### src/rtl/q_proj_pkg.sv
// Shared types and default widths for the Q-projection datapath stages.
// Consumers use import q_proj_pkg::*.
package q_proj_pkg;

    typedef enum logic [1:0] {
        IDLE  = 2'd0,
        ACCUM = 2'd1,
        DONE  = 2'd2
    } state_t;

    localparam int DEF_DATA_W = 8;
    localparam int DEF_ACC_W  = 20;
    localparam int DEF_LEN    = 7;
    localparam int DEF_SHIFT  = 4;

    // Full-width products, LEN of them, plus the bias term.
    function automatic int min_acc_w(input int data_w, input int len);
        return 2 * data_w + $clog2(len) + 1;
    endfunction

endpackage

### src/rtl/q_proj_sat.sv
// Arithmetic right shift (floor) followed by clamp to the signed DATA_W range.
// Pure combinational; shared with later projection stages.
module q_proj_sat
    import q_proj_pkg::*;
#(
    parameter int ACC_W  = DEF_ACC_W,
    parameter int DATA_W = DEF_DATA_W,
    parameter int SHIFT  = DEF_SHIFT
) (
    input  logic signed [ACC_W-1:0]  acc_i,
    output logic signed [DATA_W-1:0] res_o
);

    function automatic logic signed [DATA_W-1:0] sat(input logic signed [ACC_W-1:0] v);
        logic signed [ACC_W-1:0] max_v;
        logic signed [ACC_W-1:0] min_v;
        max_v = '0;
        max_v[DATA_W-2:0] = '1;
        min_v = '1;
        min_v[DATA_W-2:0] = '0;
        if (v > max_v) begin
            return max_v[DATA_W-1:0];
        end else if (v < min_v) begin
            return min_v[DATA_W-1:0];
        end else begin
            return v[DATA_W-1:0];
        end
    endfunction

    logic signed [ACC_W-1:0] shifted;

    assign shifted = acc_i >>> SHIFT;
    assign res_o   = sat(shifted);

endmodule

### src/rtl/q_proj_mac.sv
// Windowed multiply-accumulate onto a bias; rounds, saturates and holds the
// result behind a valid/ready handshake until the next stage accepts it.
module q_proj_mac
    import q_proj_pkg::*;
#(
    parameter int DATA_W = DEF_DATA_W,
    parameter int ACC_W  = DEF_ACC_W,
    parameter int LEN    = DEF_LEN,
    parameter int SHIFT  = DEF_SHIFT
) (
    input  logic                       clk,
    input  logic                       rst,
    input  logic                       win_i,
    input  logic signed [DATA_W-1:0]   act_i,
    input  logic signed [DATA_W-1:0]   wt_i,
    input  logic signed [2*DATA_W-1:0] bias_i,
    output logic signed [DATA_W-1:0]   res_o,
    output logic                       res_valid_o,
    input  logic                       res_ready_i,
    output logic                       len_err_o,
    output logic                       busy_o,
    output logic                       ovr_o
);

    localparam int CNT_W = $clog2(LEN + 1);
    localparam logic [CNT_W-1:0] LEN_C = CNT_W'(LEN);

    if (ACC_W < min_acc_w(DATA_W, LEN)) begin : g_acc_w_check
        $error("q_proj_mac: ACC_W too small for DATA_W/LEN");
    end

    state_t                   state_q, state_d;
    logic signed [ACC_W-1:0]  acc_q, acc_d;
    logic [CNT_W-1:0]         cnt_q, cnt_d;
    logic                     extra_q, extra_d;
    logic signed [DATA_W-1:0] res_q, res_d;
    logic                     vld_q, vld_d;
    logic                     lerr_q, lerr_d;
    logic                     ovr_q, ovr_d;
    logic                     busy_q;

    logic signed [2*DATA_W-1:0] prod;
    logic signed [ACC_W-1:0]    prod_ext;
    logic signed [ACC_W-1:0]    bias_ext;
    logic signed [DATA_W-1:0]   sat_res;

    assign prod     = act_i * wt_i;
    assign prod_ext = {{(ACC_W-2*DATA_W){prod[2*DATA_W-1]}}, prod};
    assign bias_ext = {{(ACC_W-2*DATA_W){bias_i[2*DATA_W-1]}}, bias_i};

    q_proj_sat #(
        .ACC_W (ACC_W),
        .DATA_W(DATA_W),
        .SHIFT (SHIFT)
    ) u_sat (
        .acc_i(acc_q),
        .res_o(sat_res)
    );

    always_comb begin
        state_d = state_q;
        acc_d   = acc_q;
        cnt_d   = cnt_q;
        extra_d = extra_q;
        res_d   = res_q;
        vld_d   = vld_q;
        lerr_d  = lerr_q;
        ovr_d   = ovr_q;
        unique case (state_q)
            IDLE: begin
                if (win_i) begin
                    acc_d   = bias_ext + prod_ext;
                    cnt_d   = CNT_W'(1);
                    extra_d = 1'b0;
                    state_d = ACCUM;
                end
            end
            ACCUM: begin
                if (win_i) begin
                    if (cnt_q < LEN_C) begin
                        acc_d = acc_q + prod_ext;
                        cnt_d = cnt_q + CNT_W'(1);
                    end else begin
                        extra_d = 1'b1;
                    end
                end else begin
                    res_d   = sat_res;
                    lerr_d  = (cnt_q != LEN_C) | extra_q;
                    vld_d   = 1'b1;
                    state_d = DONE;
                end
            end
            DONE: begin
                if (vld_q && res_ready_i) begin
                    vld_d = 1'b0;
                    // Back-to-back window: its first sample is this cycle's pair.
                    if (win_i) begin
                        acc_d   = bias_ext + prod_ext;
                        cnt_d   = CNT_W'(1);
                        extra_d = 1'b0;
                        state_d = ACCUM;
                    end else begin
                        state_d = IDLE;
                    end
                end else if (win_i) begin
                    ovr_d = 1'b1;
                end
            end
            default: state_d = IDLE;
        endcase
    end

    always_ff @(posedge clk or posedge rst) begin
        if (rst) begin
            state_q <= IDLE;
            acc_q   <= '0;
            cnt_q   <= '0;
            extra_q <= 1'b0;
            res_q   <= '0;
            vld_q   <= 1'b0;
            lerr_q  <= 1'b0;
            ovr_q   <= 1'b0;
            busy_q  <= 1'b0;
        end else begin
            state_q <= state_d;
            acc_q   <= acc_d;
            cnt_q   <= cnt_d;
            extra_q <= extra_d;
            res_q   <= res_d;
            vld_q   <= vld_d;
            lerr_q  <= lerr_d;
            ovr_q   <= ovr_d;
            busy_q  <= (state_d != IDLE);
        end
    end

    assign res_o       = res_q;
    assign res_valid_o = vld_q;
    assign len_err_o   = lerr_q;
    assign busy_o      = busy_q;
    assign ovr_o       = ovr_q;

endmodule
### config.mk
export PLATFORM = sky130hd
export DESIGN_NAME = q_proj_mac
export DESIGN_NICKNAME = d
export VERILOG_FILES = /design/src/rtl/q_proj_pkg.sv /design/src/rtl/q_proj_sat.sv /design/src/rtl/q_proj_mac.sv
export SDC_FILE = /design/constraint.sdc
export NUM_CORES = 1
export LEC_CHECK = 0
export CORE_ASPECT_RATIO = 1.75
export CORE_MARGIN = 4
export CORE_UTILIZATION = 40
export DETAILED_ROUTE_END_ITERATION = 8
export SYNTH_ARGS = -nofsm -noshare
export SYNTH_HDL_FRONTEND = slang
export SYNTH_SLANG_ARGS = --single-unit
### constraint.sdc
create_clock -name clk -period 5.85 [get_ports clk]
set_input_delay 0.8775 -clock clk [delete_from_list [all_inputs] [get_ports clk]]
set_output_delay 0.8775 -clock clk [all_outputs]
set_load 0.05 [all_outputs]
**Word-level counts from Yosys, hierarchy flattened**

Index checks and enable logic that the tools add are counted.

- Flip-flop bits (word level): 38
- Input port bits: 36
- Output and inout port bits: 12
- Word-level logic and storage cells: 62

- Add/subtract/negate cells: 3
- Multiply operators: 1
- $lt $le $gt $ge: 3
- Equality and inequality tests: 8
- Muxes and demuxes: 25
- Bitwise operators: 3
- Reduce and logical (&&, ||, !) cells: 10

Operator list:

| kind | count |
|---|---|
| $mux W20 | 4 |
| $pmux W20 S3 | 1 |
| $add A20 B16 Y20 | 1 |
| $add A16 B16 Y17 | 1 |
| $gt A16 B8 Y1 const B | 1 |
| $lt A16 B8 Y1 const B | 1 |
| $mul A8 B8 Y16 | 1 |
| $mux W8 | 2 |
| $mux W3 | 4 |
| $ne A2 B2 Y1 const B | 5 |
| $pmux W3 S3 | 1 |
| $reduce_and A4 Y1 | 2 |
| $mux W1 | 7 |
| $mux W2 | 3 |
| $pmux W2 S3 | 1 |
| $reduce_and A3 Y1 | 2 |
| $reduce_bool A2 Y1 | 2 |
| $add A3 B1 Y3 const B | 1 |
| $lt A3 B3 Y1 const B | 1 |
| $ne A3 B3 Y1 const B | 1 |
| $pmux W1 S3 | 1 |
| $reduce_bool A3 Y1 | 1 |
| $eq A2 B1 Y1 const B | 1 |
| $eq A2 B2 Y1 const B | 1 |
| 6 further kinds | 7 |

**Depth between registers and ports, before layout**

- Depth after elaboration: 5
- Mapped depth: 26
- Depth with buffers taken out: 26

**Hierarchy**

A second synthesis with hierarchy kept.

- Cells, all modules: 679
- Area, all modules: 5916.9 um2

Modules (own cells, without submodules):

| module | times used | cells each | area each (um2) | sequential area each (um2) |
|---|---|---|---|---|
| q_proj_mac | 1 | 656 | 5769.3 | 950.9 |
| q_proj_sat | 1 | 23 | 147.6 | 0.0 |

**Worst setup path before layout**

Ideal clock, no wire load.

- Kind: input to register
- From: input act_i[3]
- To: register acc_q[19]
- Setup time: 72 ps
- Arrival time: 6033 ps
- Data required time: 5778 ps
- Path slack: -255 ps
- Cell stages on the path: 25
- Path buffers: 0
- Path through: and2_1 -> fa_1 -> inv_1 -> fa_1 -> inv_1 -> fa_1 -> inv_1 -> fa_1 -> inv_1 -> ha_1 -> a21oi_1 -> o21bai_1 -> a21oi_1 -> o21bai_1 -> a21oi_1 -> xnor2_1 -> ha_1 -> o21ai_0 -> o21ai_0 -> o211a_1 -> o21a_4 -> o2111ai_2 -> a21o_1 -> a2111oi_0 -> nand4b_1

- Word-level cells in the longest chain between the ends: 5
- Elaborated cells between the ends (all ways): 8
- Those cells by class: add/sub (2); mul (1); mux (5)

Ends and longest elaborated chain:

| item | line | text |
|---|---|---|
| start: declaration | q_proj_mac.sv:14 | `input logic signed [DATA_W-1:0] act_i,` |
| $mul A8 B8 Y16 (*) | q_proj_mac.sv:47 | `assign prod = act_i * wt_i;` |
| $add A20 B16 Y20 or $add A16 B16 Y17 (tied branches) | q_proj_mac.sv:81, q_proj_mac.sv:72, q_proj_mac.sv:98 |  |
| $mux W20, on equally long branches | q_proj_mac.sv:80, q_proj_mac.sv:71, q_proj_mac.sv:97 |  |
| $mux W20, on equally long branches | q_proj_mac.sv:79, q_proj_mac.sv:94 |  |
| $pmux W20 S3 (*) | q_proj_mac.sv:69 | `unique case (state_q)` |
| end signal: assignment | q_proj_mac.sv:116 | `acc_q <= '0;` |
| end signal: assignment | q_proj_mac.sv:126 | `acc_q <= acc_d;` |
| end: declaration | q_proj_mac.sv:33 | `logic signed [ACC_W-1:0] acc_q, acc_d;` |

Mark *: on every way between the ends. The rest lies on a longest branch, timed or not. The select of a mux whose other input is x is not followed.
A chain may end at the register's enable or synchronous reset.

**Worst setup path after layout**

- From: input wt_i[6]
- To: register acc_q[19]

- Word-level cells in the longest chain between the ends: 5
- Elaborated cells between the ends (all ways): 8
- Those cells by class: add/sub (2); mul (1); mux (5)

Ends and longest elaborated chain:

| item | line | text |
|---|---|---|
| start: declaration | q_proj_mac.sv:15 | `input logic signed [DATA_W-1:0] wt_i,` |
| $mul A8 B8 Y16 (*) | q_proj_mac.sv:47 |  |
| $add A20 B16 Y20 or $add A16 B16 Y17 (tied branches) | q_proj_mac.sv:81, q_proj_mac.sv:72, q_proj_mac.sv:98 |  |
| $mux W20, on equally long branches | q_proj_mac.sv:80, q_proj_mac.sv:71, q_proj_mac.sv:97 |  |
| $mux W20, on equally long branches | q_proj_mac.sv:79, q_proj_mac.sv:94 |  |
| $pmux W20 S3 (*) | q_proj_mac.sv:69 |  |

Marked as above.

==> impl_results.md <==
- Synth Area per Inst: 8.398 um^2
- EDFF count, synth: 0
- Wire length on met1: 5749 um
- Dpl hpwl: 13070 um
- Cells after DPL: 1022
- Most frequent cells in the layout: 113 x buf_4, 84 x inv_1, 57 x nand2_1
- Skew-Pair Late Insertion Delay: ~0.29 ns
- Synth Flop Type: dfrtp_1
- Filler cell count: 1324
- CTS H-Tree Depth: 2
- Worst Skew: 0.009138 ns
- Worst Tran Pin Value: 0.9039 ns
- Crit path DAT: 6.13 ns
- Starting Density: about two fifths
- Synth top area share: 19.55%
- Mapped Nets: between 800 and 900
- Critical Path Source Type: primary input
- Max-Cap Viols: 0
- Sink Count: 38
- Wire per inst: 15.53 um
- XOR/XNOR Fraction of Synth Area: 5.552%
- Layout Cells excl Fill: ~1.0k
- Initial drt markers: about 150
- I/O Pins: between 40 and 50
- Largest net degree at the start of global routing: 39
- Ys Warns: 0
- Final worst setup slack: -0.05814 ns
- Setup CP Type: in -> reg
- Initial antenna violation count: 0
- Worst-path fanout max: 5
- Cells after Synth: 695
- Hold-fix buffers at CTS: 0
- #FFs+latches synth: 38
- First-pass GRT wire length: ~26000 um
- Detailed Route WL: 16150 um
- DR vias: 5481
- Aggregate global routing overflow: 0
- FMAX: ~0.17 GHz
- Min Tclk post-route: roughly 5.9 ns
- Crit path required time: 6.07 ns
- Multiplexer area fraction after synthesis: 0.5573%
- Die ar.: 16670 um^2
- Share of cells above drive strength 1: 29.19%
- Post-layout net count: 1020
- Die H: around 170 um
- Hold Vio Cnt, Final: 0
- Core area: about 14000 um^2
- Root Driver: clkbuf_16
- Top Metal Used: met4
- Total iterations of the first detailed-routing run: 4
- Met3 WL: 354 um
- Fraction of registers with async set/reset: 100.0%
- PortBufs: 47
- # DRC: 0
- Status: complete, but fails checks
- GP Congestion: 0.8672
- Largest family of logic cells by synthesized area: adder cells
- WL met2: 9415 um
- # rows: between 50 and 60
- RSZ-0062 raised after global routing: yes
- Post-Place Setup Slack: -0.9969 ns
- CTS clk-pin slew, worst paths: 0.06 ns
- Synthesized cell area: 5837 um^2
- Sequential fraction of the synthesis area: 16.29%
- Largest area contributor in the netlist: fa_1
- All-Layer GR Usage: 19.21%
- Via/cell ratio: 5.270
- Max Slew Vio Count: 0
- Ant. Diodes: 0
- CTS tree: done
- Worst slew margin: about 40%
- Post-DRT Antenna Nets: 0
- Vias in the first global route: 5829
- Failing checks: setup timing
- Hold WC Path Type: reg -> reg
- Max clock buf depth: 2
- Area contributors post-synth: fa_1 20%, dfrtp_1 16%, ha_1 15%
- Setup crit end kind: flop
- Synth-to-Final Area Change: 39.19%
- Total CTS buffers: 5
- Die width: 99.32 um
- Final Setup Violations: 3
- Commonest non-fill, non-tap cell in the layout: buf_4
- Period utilization: 101.0%
- Compound-cell area share of the yosys netlist: 17.30%
- Synth cell types: 55
- Simple-gate area share of the yosys netlist: 19.23%
- Area share of fa/ha/maj cells after synthesis: 34.13%
[per-stage QoR]
stage | instance area, um^2 | setup TNS [ns] | hold slack [ns] | utilization, %
floorplan | 5924 | 0 | 0.4563 | -
CTS | 7779 | -0.1351 | 0.4773 | 54.14
finish | 8124 | -0.1048 | 0.4666 | 56.54
global placement | 7407 | -7.869 | 0.4477 | 51.55
detailed placement | 7407 | -8.785 | 0.4634 | 51.55
global route | 8124 | -0.8921 | 0.4878 | 56.54
[metal layers]
layer	GRT usage (%)	vias up
li1	-	2671
met1	19.11	2660
met2	38.58	108
met3	1.534	42
met4	9.156	0
met5	0	-
[state kept, by name, summed over array words and instances, names as in the netlist]
register / cells
res_o: 8
len_err_o: 1
state_q: 2
cnt_q: 3
extra_q: 1
busy_o: 1
ovr_o: 1
acc_q: 20
res_valid_o: 1
[cell usage after synthesis (all sizes together), types with 3 or more instances]
cell type   n
o21bai      8
dfrtp      38
nand3      10
o21a        6
xnor2      29
inv        99
or3         4
and2       47
nor2       48
o211ai      3
nor2b      14
a211oi      9
nand2b      5
nand2      59
and3        6
nor3       18
a31oi      13
ha         68
o21ai      50
a21oi      40
a21o       11
nand4       5
fa         57
o211a       3
xor2        8
clkbuf      8
[final cells by class]
type / count / area (um^2) / share of cell area [%]
Tap cell: 180 / 225.2 / 2.772
Clock inverter: 2 / 60.06 / 0.7393
Multi-Input combinational cell: 549 / 4992 / 61.45
Timing Repair Buffer: 166 / 1385 / 17.05
Inverter: 99 / 371.6 / 4.574
Clock buffer: 6 / 138.9 / 1.710
Sequential cell: 38 / 950.9 / 11.70
[critical path, stage by stage]
cell      delay [ns]
buf_2           0.14
buf_4           0.15
and2_1          0.14
fa_1            0.49
inv_2           0.04
fa_1            0.51
inv_2           0.04
fa_1            0.47
inv_1           0.05
fa_1            0.51
inv_2           0.05
ha_4            0.26
buf_4           0.10
and3_4          0.17
a21oi_4         0.04
buf_4           0.14
a31oi_4         0.22
xnor2_4         0.13
buf_6           0.14
ha_4            0.25
inv_2           0.03
or3_4           0.39
nor3_2          0.23
o211ai_1        0.16
nand2_1         0.18
nand2_1         0.09
nand4b_1        0.14
[cells by family (layout without fill, tap and decap cells)]
| group | count (synthesis) | count (layout) |
|---|---|---|
| fa+ha+maj | 125 | 125 |
| compound gates | 159 | 159 |
| flops | 38 | 38 |
| mux | 3 | 3 |
| xor+xnor | 37 | 37 |
| buf+inv | 108 | 273 |
| simple gates | 225 | 225 |
[final timing paths]
kind | from | to | slack [ns] | cells after the start
worst min register to register | ovr_o | ovr_o | 0.47 | 1
worst max-delay path | wt_i[6] | acc_q[19] | -0.06 | 27
worst min-delay path | ovr_o | ovr_o | 0.47 | 1
max in group asynchronous | rst | acc_q[11] | 4.45 | 3
worst max register to register | acc_q[0] | acc_q[16] | 2.83 | 10
min in group asynchronous | rst | acc_q[2] | 1.03 | 3
[timing repair]
action                                 in CTS  in global routing
pin swaps                                  46                 44
endpoints found under the hold margin       0                  0
setup buffers                               5                  5
resized for setup                         122                 71
setup endpoints to repair                  11                 10
Power is left out: the tool's default activity adds up to more than one toggle a clock period on the data nets, which glitch-free logic cannot reach.
